## src/rtl/count_seq_pkg.sv

```systemverilog
// count_seq_pkg: shared state encoding and width default for the count sequencer.
package count_seq_pkg;
    localparam int WIDTH_DEF = 4;
    typedef enum logic [2:0] {
        IDLE  = 3'd0,
        LOAD  = 3'd1,
        RUN   = 3'd2,
        PAUSE = 3'd3,
        DONE  = 3'd4
    } state_e;
endpackage

```

## src/rtl/count_sequencer_edge_detect.sv

```systemverilog
// edge_detect: one-cycle rising-edge pulse; history resets high so a level held
// through reset release never produces an event.
module edge_detect (
    input  logic clk,
    input  logic rst,
    input  logic in_i,
    output logic evt_o
);
    logic prev_q;
    always_ff @(posedge clk or negedge rst) begin
        if (!rst) prev_q <= 1'b1;
        else      prev_q <= in_i;
    end
    assign evt_o = in_i & ~prev_q;
endmodule

```

## src/rtl/count_sequencer.sv

```systemverilog
// count_sequencer: button/tick driven controller for an external up/down counter.
// Define COUNT_SEQ_AUTO_RELOAD_EN to reload at the limit instead of stopping in DONE.
module count_sequencer
    import count_seq_pkg::*;
#(
    parameter int WIDTH = WIDTH_DEF
) (
    input  logic             clk,
    input  logic             rst,
    input  logic             tick,
    input  logic             btn_start,
    input  logic             btn_stop,
    input  logic             btn_load,
    input  logic             dir_sw,
    input  logic [WIDTH-1:0] data_in,
    input  logic [WIDTH-1:0] limit,
    input  logic [WIDTH-1:0] count_in,
    output logic             cnt_load,
    output logic             cnt_step,
    output logic             cnt_up_down,
    output logic [WIDTH-1:0] load_value,
    output logic             busy,
    output logic             done,
    output logic [2:0]       state_o
);
    logic start_evt, stop_evt, load_evt;
    state_e state_q, state_d;
    logic run_after_q, run_after_d;
    logic dir_q, dir_d;
    logic [WIDTH-1:0] val_q, val_d;
    logic cap, step;

    edge_detect u_start (.clk(clk), .rst(rst), .in_i(btn_start), .evt_o(start_evt));
    edge_detect u_stop  (.clk(clk), .rst(rst), .in_i(btn_stop),  .evt_o(stop_evt));
    edge_detect u_load  (.clk(clk), .rst(rst), .in_i(btn_load),  .evt_o(load_evt));

    // Preload is captured on entry to LOAD so load_value is valid alongside cnt_load.
    always_comb begin
        state_d     = state_q;
        run_after_d = run_after_q;
        dir_d       = dir_q;
        val_d       = val_q;
        cap         = 1'b0;
        step        = 1'b0;
        case (state_q)
            IDLE, DONE: begin
                if (load_evt) begin
                    state_d     = LOAD;
                    run_after_d = 1'b0;
                    cap         = 1'b1;
                end else if (start_evt) begin
                    state_d     = LOAD;
                    run_after_d = 1'b1;
                    cap         = 1'b1;
                end
            end
            LOAD: state_d = run_after_q ? RUN : IDLE;
            RUN: begin
                if (load_evt) begin
                    state_d     = LOAD;
                    run_after_d = 1'b1;
                    cap         = 1'b1;
                end else if (stop_evt) begin
                    state_d = PAUSE;
                end else if (tick) begin
                    if (count_in == limit) begin
`ifdef COUNT_SEQ_AUTO_RELOAD_EN
                        state_d     = LOAD;
                        run_after_d = 1'b1;
`else
                        state_d     = DONE;
`endif
                    end else begin
                        step = 1'b1;
                    end
                end
            end
            PAUSE: begin
                if (load_evt) begin
                    state_d     = LOAD;
                    run_after_d = 1'b1;
                    cap         = 1'b1;
                end else if (start_evt) begin
                    state_d = RUN;
                    dir_d   = dir_sw;
                end
            end
            default: state_d = IDLE;
        endcase
        if (cap) begin
            val_d = data_in;
            dir_d = dir_sw;
        end
    end

    always_ff @(posedge clk or negedge rst) begin
        if (!rst) begin
            state_q     <= IDLE;
            run_after_q <= 1'b0;
            dir_q       <= 1'b0;
            val_q       <= '0;
        end else begin
            state_q     <= state_d;
            run_after_q <= run_after_d;
            dir_q       <= dir_d;
            val_q       <= val_d;
        end
    end

    assign cnt_load    = state_q == LOAD;
    assign cnt_step    = step;
    assign cnt_up_down = dir_q;
    assign load_value  = val_q;
    assign busy        = state_q == LOAD || state_q == RUN || state_q == PAUSE;
    assign done        = state_q == DONE;
    assign state_o     = state_q;
endmodule

```

## config.mk

```make
export PLATFORM = sky130hd
export DESIGN_NAME = count_sequencer
export DESIGN_NICKNAME = d
export VERILOG_FILES = /design/src/rtl/count_seq_pkg.sv /design/src/rtl/count_sequencer_edge_detect.sv /design/src/rtl/count_sequencer.sv
export SDC_FILE = /design/constraint.sdc
export NUM_CORES = 1
export LEC_CHECK = 0
export BUFFER_PORTS_ARGS = -buffer_cell sky130_fd_sc_hd__buf_2
export CELL_PAD_IN_SITES_DETAIL_PLACEMENT = 2
export CELL_PAD_IN_SITES_GLOBAL_PLACEMENT = 2
export CORE_ASPECT_RATIO = 0.6
export CORE_MARGIN = 2
export CORE_UTILIZATION = 26
export CTS_CLUSTER_DIAMETER = 50
export DETAILED_ROUTE_END_ITERATION = 16
export GPL_ROUTABILITY_DRIVEN = 0
export MAX_ROUTING_LAYER = met4
export PLACE_DENSITY = 0.84
export SLEW_MARGIN = 10
export SYNTH_ARGS = -nofsm -noshare
export SYNTH_HDL_FRONTEND = slang
export SYNTH_HIERARCHICAL = 1
export SYNTH_SLANG_ARGS = --single-unit
```

## constraint.sdc

```tcl
create_clock -name clk -period 1.88 [get_ports clk]
set_input_delay 0.376 -clock clk [delete_from_list [all_inputs] [get_ports clk]]
set_output_delay 0.376 -clock clk [all_outputs]
set_load 0.01 [all_outputs]
```

==> impl_results.html, run 1 <==
<table>
<tr><th>Metric</th><th>Value</th></tr>
<tr><th colspan="2">Final layout</th></tr>
<tr><td>Design area</td><td>967 sq um</td></tr>
<tr><td>Area taken by flip-flops and latches</td><td>slightly above 300 sq um</td></tr>
<tr><td>Layout area overhead</td><td>45.0%</td></tr>
<tr><td>Ratio of cells with drive above 1 in the final layout</td><td>60.2%</td></tr>
<tr><td>Final antenna diode count</td><td>0</td></tr>
<tr><td>Number of fillers in the final layout</td><td>266</td></tr>
<tr><td>Area occupied by multi-input gates</td><td>365 sq um</td></tr>
<tr><td>Net total in the final layout</td><td>roughly 110</td></tr>
<tr><td>Highest-count cells in the layout ignoring fill and taps</td><td>buf_2 (29), dfrtp_1 (8), buf_4 (6)</td></tr>
<tr><td>Leading cell type in the layout, fill and taps excluded</td><td>buf_2</td></tr>
<tr><th colspan="2">Drt</th></tr>
<tr><td>Number of detailed-route iterations in the first pass</td><td>2</td></tr>
<tr><td>Remaining design rule violation count</td><td>0</td></tr>
<tr><td>Number of vias in the routed layout</td><td>585</td></tr>
<tr><td>Post-route antenna net violation count</td><td>0</td></tr>
<tr><td>Total wire length</td><td>~2000 um</td></tr>
<tr><td>Routed vias/inst</td><td>4.68</td></tr>
<tr><td>Count of routing violations after the opening detailed-route iteration</td><td>20</td></tr>
<tr><td>Final routed wire length divided by cell count</td><td>16.0 um</td></tr>
<tr><th colspan="2">Timing</th></tr>
<tr><td>Peak clock frequency supported by timing</td><td>543 MHz</td></tr>
<tr><td>Clock skew after layout</td><td>5.35 ps</td></tr>
<tr><td>Number of failing setup endpoints in the final timing report</td><td>0</td></tr>
<tr><td>Hold violation count in the final report</td><td>5</td></tr>
<tr><td>Setup TNS after final layout</td><td>0 ps</td></tr>
<tr><td>Transition time of the tightest slew-check pin</td><td>647 ps</td></tr>
<tr><td>Fin crit period</td><td>1840 ps</td></tr>
<tr><td>WHS</td><td>-4.22 ps</td></tr>
<tr><td>Final slew viol count</td><td>0</td></tr>
<tr><td>RSZ-0062 raised after global routing</td><td>true</td></tr>
<tr><td>Relative slew slack</td><td>a little under three fifths</td></tr>
<tr><td>Final period util</td><td>between 90% and 100%</td></tr>
<tr><th colspan="2">Worst setup path</th></tr>
<tr><td>Maximum cell stage delay along the critical path</td><td>roughly 540 ps</td></tr>
<tr><td>Critical Path Start Type</td><td>flip-flop</td></tr>
<tr><td>Kind of capture point of the worst setup path</td><td>primary output</td></tr>
<tr><td>Maximum net fanout on the critical path</td><td>7</td></tr>
<tr><td>Worst-path cell chain</td><td>nor2b_4, nor3_4, and3_4, nor2b_4, buf_6</td></tr>
<tr><td>Critical Path Slowest Stage Cell</td><td>dfstp_2</td></tr>
<tr><td>Arrival time of the worst setup path</td><td>1470 ps</td></tr>
<tr><td>Path type of the worst setup path</td><td>flip-flop to primary output</td></tr>
<tr><td>Crit-path most repeated cell</td><td>nor2b_4</td></tr>
<tr><td>CP Data Required Time</td><td>approximately 1500 ps</td></tr>
<tr><td>Reg-to-reg setup timing slack</td><td>roughly 350 ps</td></tr>
<tr><th colspan="2">Clock tree</th></tr>
<tr><td>TritonCTS buffer count</td><td>3</td></tr>
<tr><td>Root Buffer Master</td><td>clkbuf_8</td></tr>
<tr><td>Longest Clk Path Bufs</td><td>2</td></tr>
<tr><td>Level count of the clock H-tree</td><td>1</td></tr>
<tr><td>Hold bufs inserted after CTS</td><td>0</td></tr>
<tr><td>Clock latency reported for the late side of the worst-skew pair</td><td>between 200 and 300 ps</td></tr>
<tr><td>Num Clock Sinks</td><td>12</td></tr>
<tr><td>Clock tree from TritonCTS</td><td>done</td></tr>
<tr><td>Clk pin slew, worst setup/hold paths</td><td>approximately 60 ps</td></tr>
<tr><th colspan="2">Floorplanning</th></tr>
<tr><td>Area of the die</td><td>3000 sq um</td></tr>
<tr><td>Initial core utilization</td><td>27.0%</td></tr>
<tr><td>Width of the die</td><td>69.4 um</td></tr>
<tr><td>Total core area</td><td>~2500 sq um</td></tr>
<tr><td>Total I/O pin count</td><td>31</td></tr>
<tr><td>Number of placement rows</td><td>14</td></tr>
<tr><td>Overall die height</td><td>approximately 43 um</td></tr>
<tr><th colspan="2">Placed design</th></tr>
<tr><td>Placed wire-length estimate after detailed placement</td><td>1380 um</td></tr>
<tr><td>Area post-placement</td><td>approximately 850 sq um</td></tr>
<tr><td>Count of input and output buffers</td><td>30</td></tr>
<tr><th colspan="2">Synthesis</th></tr>
<tr><td>Cell area after synthesis</td><td>between 600 and 700 sq um</td></tr>
<tr><td>Cell accounting for the most synthesized area</td><td>dfrtp_1</td></tr>
<tr><td>Portion of synthesized cell area occupied by the leading cell type</td><td>33.8%</td></tr>
<tr><td>Syn_area_per_cell</td><td>around 12 sq um</td></tr>
<tr><td>Top cells by area, synth</td><td>dfrtp_1 (34%), dfstp_2 (12%), mux2_4 (9.0%), nor2b_4 (6.2%), xor2_1 (5.3%)</td></tr>
<tr><td>Total number of yosys warnings</td><td>6</td></tr>
<tr><td>Syn_nets</td><td>75</td></tr>
<tr><td>Yosys cell types</td><td>26</td></tr>
<tr><td>Sequential share of the synthesized area</td><td>45.6%</td></tr>
<tr><td>Synthesized instance count</td><td>56</td></tr>
<tr><td>Number of synthesized register bits</td><td>12</td></tr>
<tr><th colspan="2">Global routing</th></tr>
<tr><td>Number of global-route vias before repair</td><td>638</td></tr>
<tr><td>GRT busiest layer</td><td>met2</td></tr>
<tr><td>GR Util met2</td><td>23.1%</td></tr>
<tr><td>Final global-route overflow total</td><td>0</td></tr>
<tr><td>Global routing usage on met3</td><td>a little under 7%</td></tr>
<tr><td>Global-route usage over all layers</td><td>around 14%</td></tr>
<tr><td>Largest net degree at the start of global routing</td><td>13</td></tr>
<tr><td>First-pass GRT wire length</td><td>between 3000 and 4000 um</td></tr>
<tr><td>Number of antenna violations at the first check in global routing</td><td>0</td></tr>
<tr><td>Met1 track utilization from global routing</td><td>between 10% and 20%</td></tr>
<tr><th colspan="2">Power</th></tr>
<tr><td>Internal Dissipation</td><td>0.833 mW</td></tr>
<tr><td>Total design power</td><td>1.26 mW</td></tr>
<tr><td>Worst-case vdd ir drop</td><td>0.000515 V</td></tr>
<tr><td>Net Switching</td><td>0.428 mW</td></tr>
<tr><td>Part of the total power dissipated in combinational logic</td><td>42.8%</td></tr>
<tr><td>Net switching share of the total power</td><td>33.9%</td></tr>
<tr><td>Areal power density over the cells</td><td>1300 nW/um^2</td></tr>
<tr><td>Clock share of power</td><td>a little under a quarter</td></tr>
<tr><td>Part of the power in registers</td><td>34.2%</td></tr>
<tr><td>Static power due to leakage</td><td>0.477 nW</td></tr>
<tr><th colspan="2">Job</th></tr>
<tr><td># Max-Cap Violations</td><td>0</td></tr>
<tr><th colspan="2">Status</th></tr>
<tr><td>Run status</td><td>complete, but fails checks</td></tr>
<tr><td>Failing checks</td><td>negative hold slack</td></tr>
<tr><th colspan="2">Worst hold path</th></tr>
<tr><td>Hold/Removal Path Class</td><td>input pin to asynchronous set/reset pin</td></tr>
</table>
synth_stat cells:
cell type / instances
nor2_1: 5
mux2_2: 1
nor2b_1: 5
nand2_1: 1
nor4_1: 1
a21oi_1: 1
buf_6: 1
o21bai_1: 1
mux2_1: 1
xor2_1: 4
nor2b_4: 3
a22o_1: 1
or2_0: 1
nor3_1: 1
nand3b_1: 1
o211ai_1: 1
dfstp_2: 3
a211oi_1: 2
and3_1: 1
and2_1: 1
a22o_4: 1
o21ai_0: 2
buf_2: 2
dfrtp_1: 9
mux2_4: 4
o211a_1: 2
repair_timing:
action | CTS | global route
buffers inserted | 1 | 3
endpoints found under the setup margin | 1 | 1
gates resized for setup | 1 | 6
pin swaps | 2 | 2
flip-flops by register name, indices dropped and copies added, names as in the netlist:
register,cells
state_o,3
u_stop/prev_q,1
load_value,4
cnt_up_down,1
u_start/prev_q,1
run_after_q,1
u_load/prev_q,1
final timing paths:
kind,start,endpoint,depth (start not counted)
max in group asynchronous,rst,u_load/prev_q,1
worst max register to register,u_load/prev_q,cnt_up_down,5
worst min register to register,cnt_up_down,cnt_up_down,1
min in group clk,btn_stop,u_stop/prev_q,1
worst max-delay path,u_load/prev_q,cnt_step,5
worst min-delay path,rst,state_o[1],1
routing by layer:
metal | wire (um) | vias to the layer above
met3 | 122 | 3
met1 | 848 | 294
met4 | 12 | 0
met2 | 1020 | 18
li1 | - | 270
met5 | 0 | -
through the flow:
step	std cells	worst slack [ps]	utilization, %
4_1_cts	122	-3.69	37.2
3_3_place_gp	117	240	34.4
3_5_place_dp	117	73.7	34.4
5_1_grt	125	-34.5	39.2
2_1_floorplan	56	262	-
6_report	125	37.0	39.2
logic make-up after synthesis:
logic type | count (synthesis) | share of synthesized area, %
AOI/OAI and AO/OA | 11 | 13.7
xor gates and xnor gates | 4 | 5.25
buffers and inverters | 3 | 3.19
DFF | 12 | 45.6
muxes | 6 | 12.4
and+or+nand+nor | 20 | 19.9
area by class of cell:
| cell class | count | share of cell area (%) |
|---|---|---|
| tap | 32 | 4.14 |
| sequential | 12 | 31.6 |
| clock buffer | 4 | 5.69 |
| timing repair buffer | 36 | 20.8 |
| multi-input combinational | 41 | 37.8 |
critical path: cells and delay by family, from the launching register on:
family,cells,cell delay (ps)
buffers and inverters,1,100
flip-flops,1,540
AND/OR/NAND/NOR,4,580
power by group through the flow:
stage | Clock [mW] | Sequential (mW) | Combinational [mW]
after detailed placement | 0 | 0.421 | 0.497
after global routing | 0.309 | 0.447 | 0.594
after floorplan | 0 | 0.429 | 0.307
final | 0.289 | 0.432 | 0.540
after global placement | 0 | 0.417 | 0.483
after CTS | 0.298 | 0.426 | 0.511
(Power assumes the default switching activity.)
==> inputs of run 2 (changes only) <==
- CORE_ASPECT_RATIO: 0.6 -> 1.4
==> impl_results.html, run 2 (same netlist as run 1, synthesis figures left out) <==
<table>
<tr><th>Metric</th><th>Value</th></tr>
<tr><th colspan="2">Drt</th></tr>
<tr><td>Total wire length</td><td>1830 um (-8.4%)</td></tr>
<tr><td>Routed vias/inst</td><td>4.57 (-2.4%)</td></tr>
<tr><td>Remaining design rule violation count</td><td>0 (unchanged)</td></tr>
<tr><td>Number of vias in the routed layout</td><td>571 (-2.4%)</td></tr>
<tr><td>Count of routing violations after the opening detailed-route iteration</td><td>4 (-80%)</td></tr>
<tr><td>Number of detailed-route iterations in the first pass</td><td>2 (unchanged)</td></tr>
<tr><td>Final routed wire length divided by cell count</td><td>14.6 um (-8.4%)</td></tr>
<tr><td>Post-route antenna net violation count</td><td>0 (unchanged)</td></tr>
<tr><th colspan="2">Worst setup path</th></tr>
<tr><td>Maximum net fanout on the critical path</td><td>2 (-5)</td></tr>
<tr><td>Worst-path cell chain</td><td>nor2b_4, nor3_2, and3_1, nor2b_1, buf_2</td></tr>
<tr><td>Maximum cell stage delay along the critical path</td><td>550 ps (about the same)</td></tr>
<tr><td>Worst reg2reg path startpoint</td><td>u_load/prev_q</td></tr>
<tr><td>Critical Path Start Type</td><td>flip-flop</td></tr>
<tr><td>Critical path origin</td><td>u_stop/prev_q</td></tr>
<tr><td>Count of cells along the worst register-to-register path</td><td>4 (-1)</td></tr>
<tr><td>CP Data Required Time</td><td>1500 ps (about the same)</td></tr>
<tr><td>Arrival time of the worst setup path</td><td>1510 ps (+40 ps)</td></tr>
<tr><td>Worst reg2reg path endpoint</td><td>load_value[3]</td></tr>
<tr><td>Path type of the worst setup path</td><td>flip-flop to primary output</td></tr>
<tr><td>Critical Path Slowest Stage Cell</td><td>dfstp_2</td></tr>
<tr><td>Kind of capture point of the worst setup path</td><td>primary output</td></tr>
<tr><td>Reg-to-reg setup timing slack</td><td>330 ps (-20 ps)</td></tr>
<tr><th colspan="2">Placed design</th></tr>
<tr><td>Count of input and output buffers</td><td>30 (unchanged)</td></tr>
<tr><td>Area post-placement</td><td>846 sq um (-0.59%)</td></tr>
<tr><td>Setup WS pre-CTS</td><td>186 ps (+112 ps)</td></tr>
<tr><td>Placed wire-length estimate after detailed placement</td><td>1410 um (+2.4%)</td></tr>
<tr><th colspan="2">Clock tree</th></tr>
<tr><td>Num Clock Sinks</td><td>12 (unchanged)</td></tr>
<tr><td>Clock latency reported for the late side of the worst-skew pair</td><td>270 ps (+20 ps)</td></tr>
<tr><td>Clk pin slew, worst setup/hold paths</td><td>80 ps (+20 ps)</td></tr>
<tr><td>Clock tree from TritonCTS</td><td>done</td></tr>
<tr><td>Root Buffer Master</td><td>clkbuf_4</td></tr>
<tr><td>Longest Clk Path Bufs</td><td>2 (unchanged)</td></tr>
<tr><td>TritonCTS buffer count</td><td>3 (unchanged)</td></tr>
<tr><td>Level count of the clock H-tree</td><td>1 (unchanged)</td></tr>
<tr><th colspan="2">Power</th></tr>
<tr><td>Areal power density over the cells</td><td>1190 nW/um^2 (-8.5%)</td></tr>
<tr><td>Internal Dissipation</td><td>0.691 mW (-17%)</td></tr>
<tr><td>Clock share of power</td><td>15.5% (-7.4 points)</td></tr>
<tr><td>Net Switching</td><td>0.387 mW (-9.6%)</td></tr>
<tr><td>Worst-case vdd ir drop</td><td>0.000584 V (+14%)</td></tr>
<tr><td>Part of the power in registers</td><td>40.7% (+6.5 points)</td></tr>
<tr><td>Net switching share of the total power</td><td>35.9% (+1.9 points)</td></tr>
<tr><td>Part of the total power dissipated in combinational logic</td><td>43.8% (+1.0 points)</td></tr>
<tr><td>Static power due to leakage</td><td>0.451 nW (-5.4%)</td></tr>
<tr><th colspan="2">Job</th></tr>
<tr><td># Max-Cap Violations</td><td>0 (unchanged)</td></tr>
<tr><th colspan="2">Floorplanning</th></tr>
<tr><td>Area of the die</td><td>2990 sq um (-0.24%)</td></tr>
<tr><td>Width of the die</td><td>46.8 um (-33%)</td></tr>
<tr><td>Overall die height</td><td>63.9 um (+48%)</td></tr>
<tr><td>Total I/O pin count</td><td>31 (unchanged)</td></tr>
<tr><td>Number of placement rows</td><td>21 (+7)</td></tr>
<tr><td>Initial core utilization</td><td>27.6% (+0.59 points)</td></tr>
<tr><td>Total core area</td><td>2420 sq um (-2.1%)</td></tr>
<tr><th colspan="2">Timing</th></tr>
<tr><td>Hold violation count in the final report</td><td>0 (-5)</td></tr>
<tr><td>RSZ-0062 raised after global routing</td><td>true</td></tr>
<tr><td>Relative slew slack</td><td>77.3% (+21 points)</td></tr>
<tr><td>Clock skew after layout</td><td>9.51 ps (+4.16 ps)</td></tr>
<tr><td>Peak clock frequency supported by timing</td><td>531 MHz (-2.1%)</td></tr>
<tr><td>Final Worst Setup Slack</td><td>-2.59 ps (-39.6 ps)</td></tr>
<tr><td>Fin crit period</td><td>1880 ps (+39.6 ps)</td></tr>
<tr><td>Transition time of the tightest slew-check pin</td><td>337 ps (-310 ps)</td></tr>
<tr><td>Final period util</td><td>100% (+2.1 points)</td></tr>
<tr><td>Number of failing setup endpoints in the final timing report</td><td>1 (+1)</td></tr>
<tr><td>Final slew viol count</td><td>0 (unchanged)</td></tr>
<tr><th colspan="2">Global routing</th></tr>
<tr><td>Final global-route overflow total</td><td>0 (unchanged)</td></tr>
<tr><td>Met1 track utilization from global routing</td><td>13.2% (-3.7 points)</td></tr>
<tr><td>Global routing usage on met3</td><td>2.54% (-4.3 points)</td></tr>
<tr><td>Largest net degree at the start of global routing</td><td>13 (unchanged)</td></tr>
<tr><td>Number of antenna violations at the first check in global routing</td><td>0 (unchanged)</td></tr>
<tr><td>GRT busiest layer</td><td>met2</td></tr>
<tr><td>GR Util met2</td><td>26.0% (+3.0 points)</td></tr>
<tr><td>Number of global-route vias before repair</td><td>667 (+4.5%)</td></tr>
<tr><td>First-pass GRT wire length</td><td>2900 um (-7.3%)</td></tr>
<tr><td>Global-route usage over all layers</td><td>14.3% (-0.082 points)</td></tr>
<tr><th colspan="2">Final layout</th></tr>
<tr><td>Max reg flops</td><td>4 (unchanged)</td></tr>
<tr><td>Design area</td><td>903 sq um (-6.6%)</td></tr>
<tr><td>Net total in the final layout</td><td>111 (-1.8%)</td></tr>
<tr><td>Number of fillers in the final layout</td><td>298 (+12%)</td></tr>
<tr><td>Highest-count cells in the layout ignoring fill and taps</td><td>buf_2 (30), dfrtp_1 (8), nor2b_1 (5), nor2_1 (5)</td></tr>
<tr><td>Final antenna diode count</td><td>0 (unchanged)</td></tr>
<tr><td>Leading cell type in the layout, fill and taps excluded</td><td>buf_2</td></tr>
<tr><td>Ratio of cells with drive above 1 in the final layout</td><td>54.9% (-5.3 points)</td></tr>
<tr><td>Layout area overhead</td><td>35.5%</td></tr>
<tr><th colspan="2">Status</th></tr>
<tr><td>Failing checks</td><td>negative setup slack</td></tr>
<tr><td>Run status</td><td>complete, but fails checks</td></tr>
<tr><th colspan="2">Worst hold path</th></tr>
<tr><td>Hold/Removal Path Class</td><td>input pin to flip-flop</td></tr>
<tr><td>Hold Path Depth</td><td>1</td></tr>
<tr><td>Worst Hold Path EP</td><td>u_start/prev_q</td></tr>
<tr><td>Startpoint of the worst hold path</td><td>btn_start</td></tr>
</table>
==> run 2: cell type report <==
class	count	area, sq um	share of cell area, %
clock buffer	4	26.3	2.91
multi-input combinational	41	347	38.4
sequential	12	305	33.8
tap	34	42.5	4.71
timing repair buffer	34	183	20.2
==> run 2: worst max path at each step <==
| stage | end | depth (start not counted) | slack, ps |
|---|---|---|---|
| floorplan | cnt_step | 5 | 260 |
| global placement | cnt_step | 6 | 240 |
| detailed placement | cnt_step | 6 | 190 |
| CTS | cnt_step | 5 | 6 |
| global route | cnt_step | 5 | -110 |
| finish | cnt_step | 5 | -3 |
==> run 2: timing repair <==
item                                    in CTS  in global routing
pin swaps                                    2                  1
endpoints found under the hold margin        9                  0
resized for setup                            2                  0
hold buffers                                 1                  0
buffers inserted                             1                  1
cloned                                       0                  0
endpoints found under the setup margin       1                  2
==> run 2: worst max-delay path, delay by kind of cell, from the launching register on <==
kind	cells	cell delay, ps
flops	1	550
simple gates	4	560
buf+inv	1	140
==> run 2: power by group through the flow <==
| stage | sequential [mW] | clock (mW) | combinational, mW |
|---|---|---|---|
| floorplan | 0.429 | 0 | 0.307 |
| global placement | 0.432 | 0 | 0.447 |
| detailed placement | 0.442 | 0 | 0.464 |
| CTS | 0.443 | 0.177 | 0.475 |
| global route | 0.456 | 0.199 | 0.515 |
| finish | 0.438 | 0.167 | 0.472 |
==> run 2: per-layer routing <==
layer  vias to the layer above  wire length [um]
met1                       278               656
met3                         2               123
li1                        264                 -
met5                         -                 0
met4                         0                19
met2                        27              1030
==> run 2: metrics by stage <==
stage | hold slack (ps) | utilization [%] | instances | power [mW] | TNS (ps)
6_report | 209 | 37.4 | 125 | 1.08 | -2.59
5_1_grt | 175 | 37.4 | 125 | 1.17 | -140
4_1_cts | 201 | 37.1 | 124 | 1.10 | 0
3_5_place_dp | 273 | 35.0 | 118 | 0.905 | 0
3_3_place_gp | 266 | 35.0 | 118 | 0.878 | 0
2_1_floorplan | 80.4 | - | 56 | 0.736 | 0
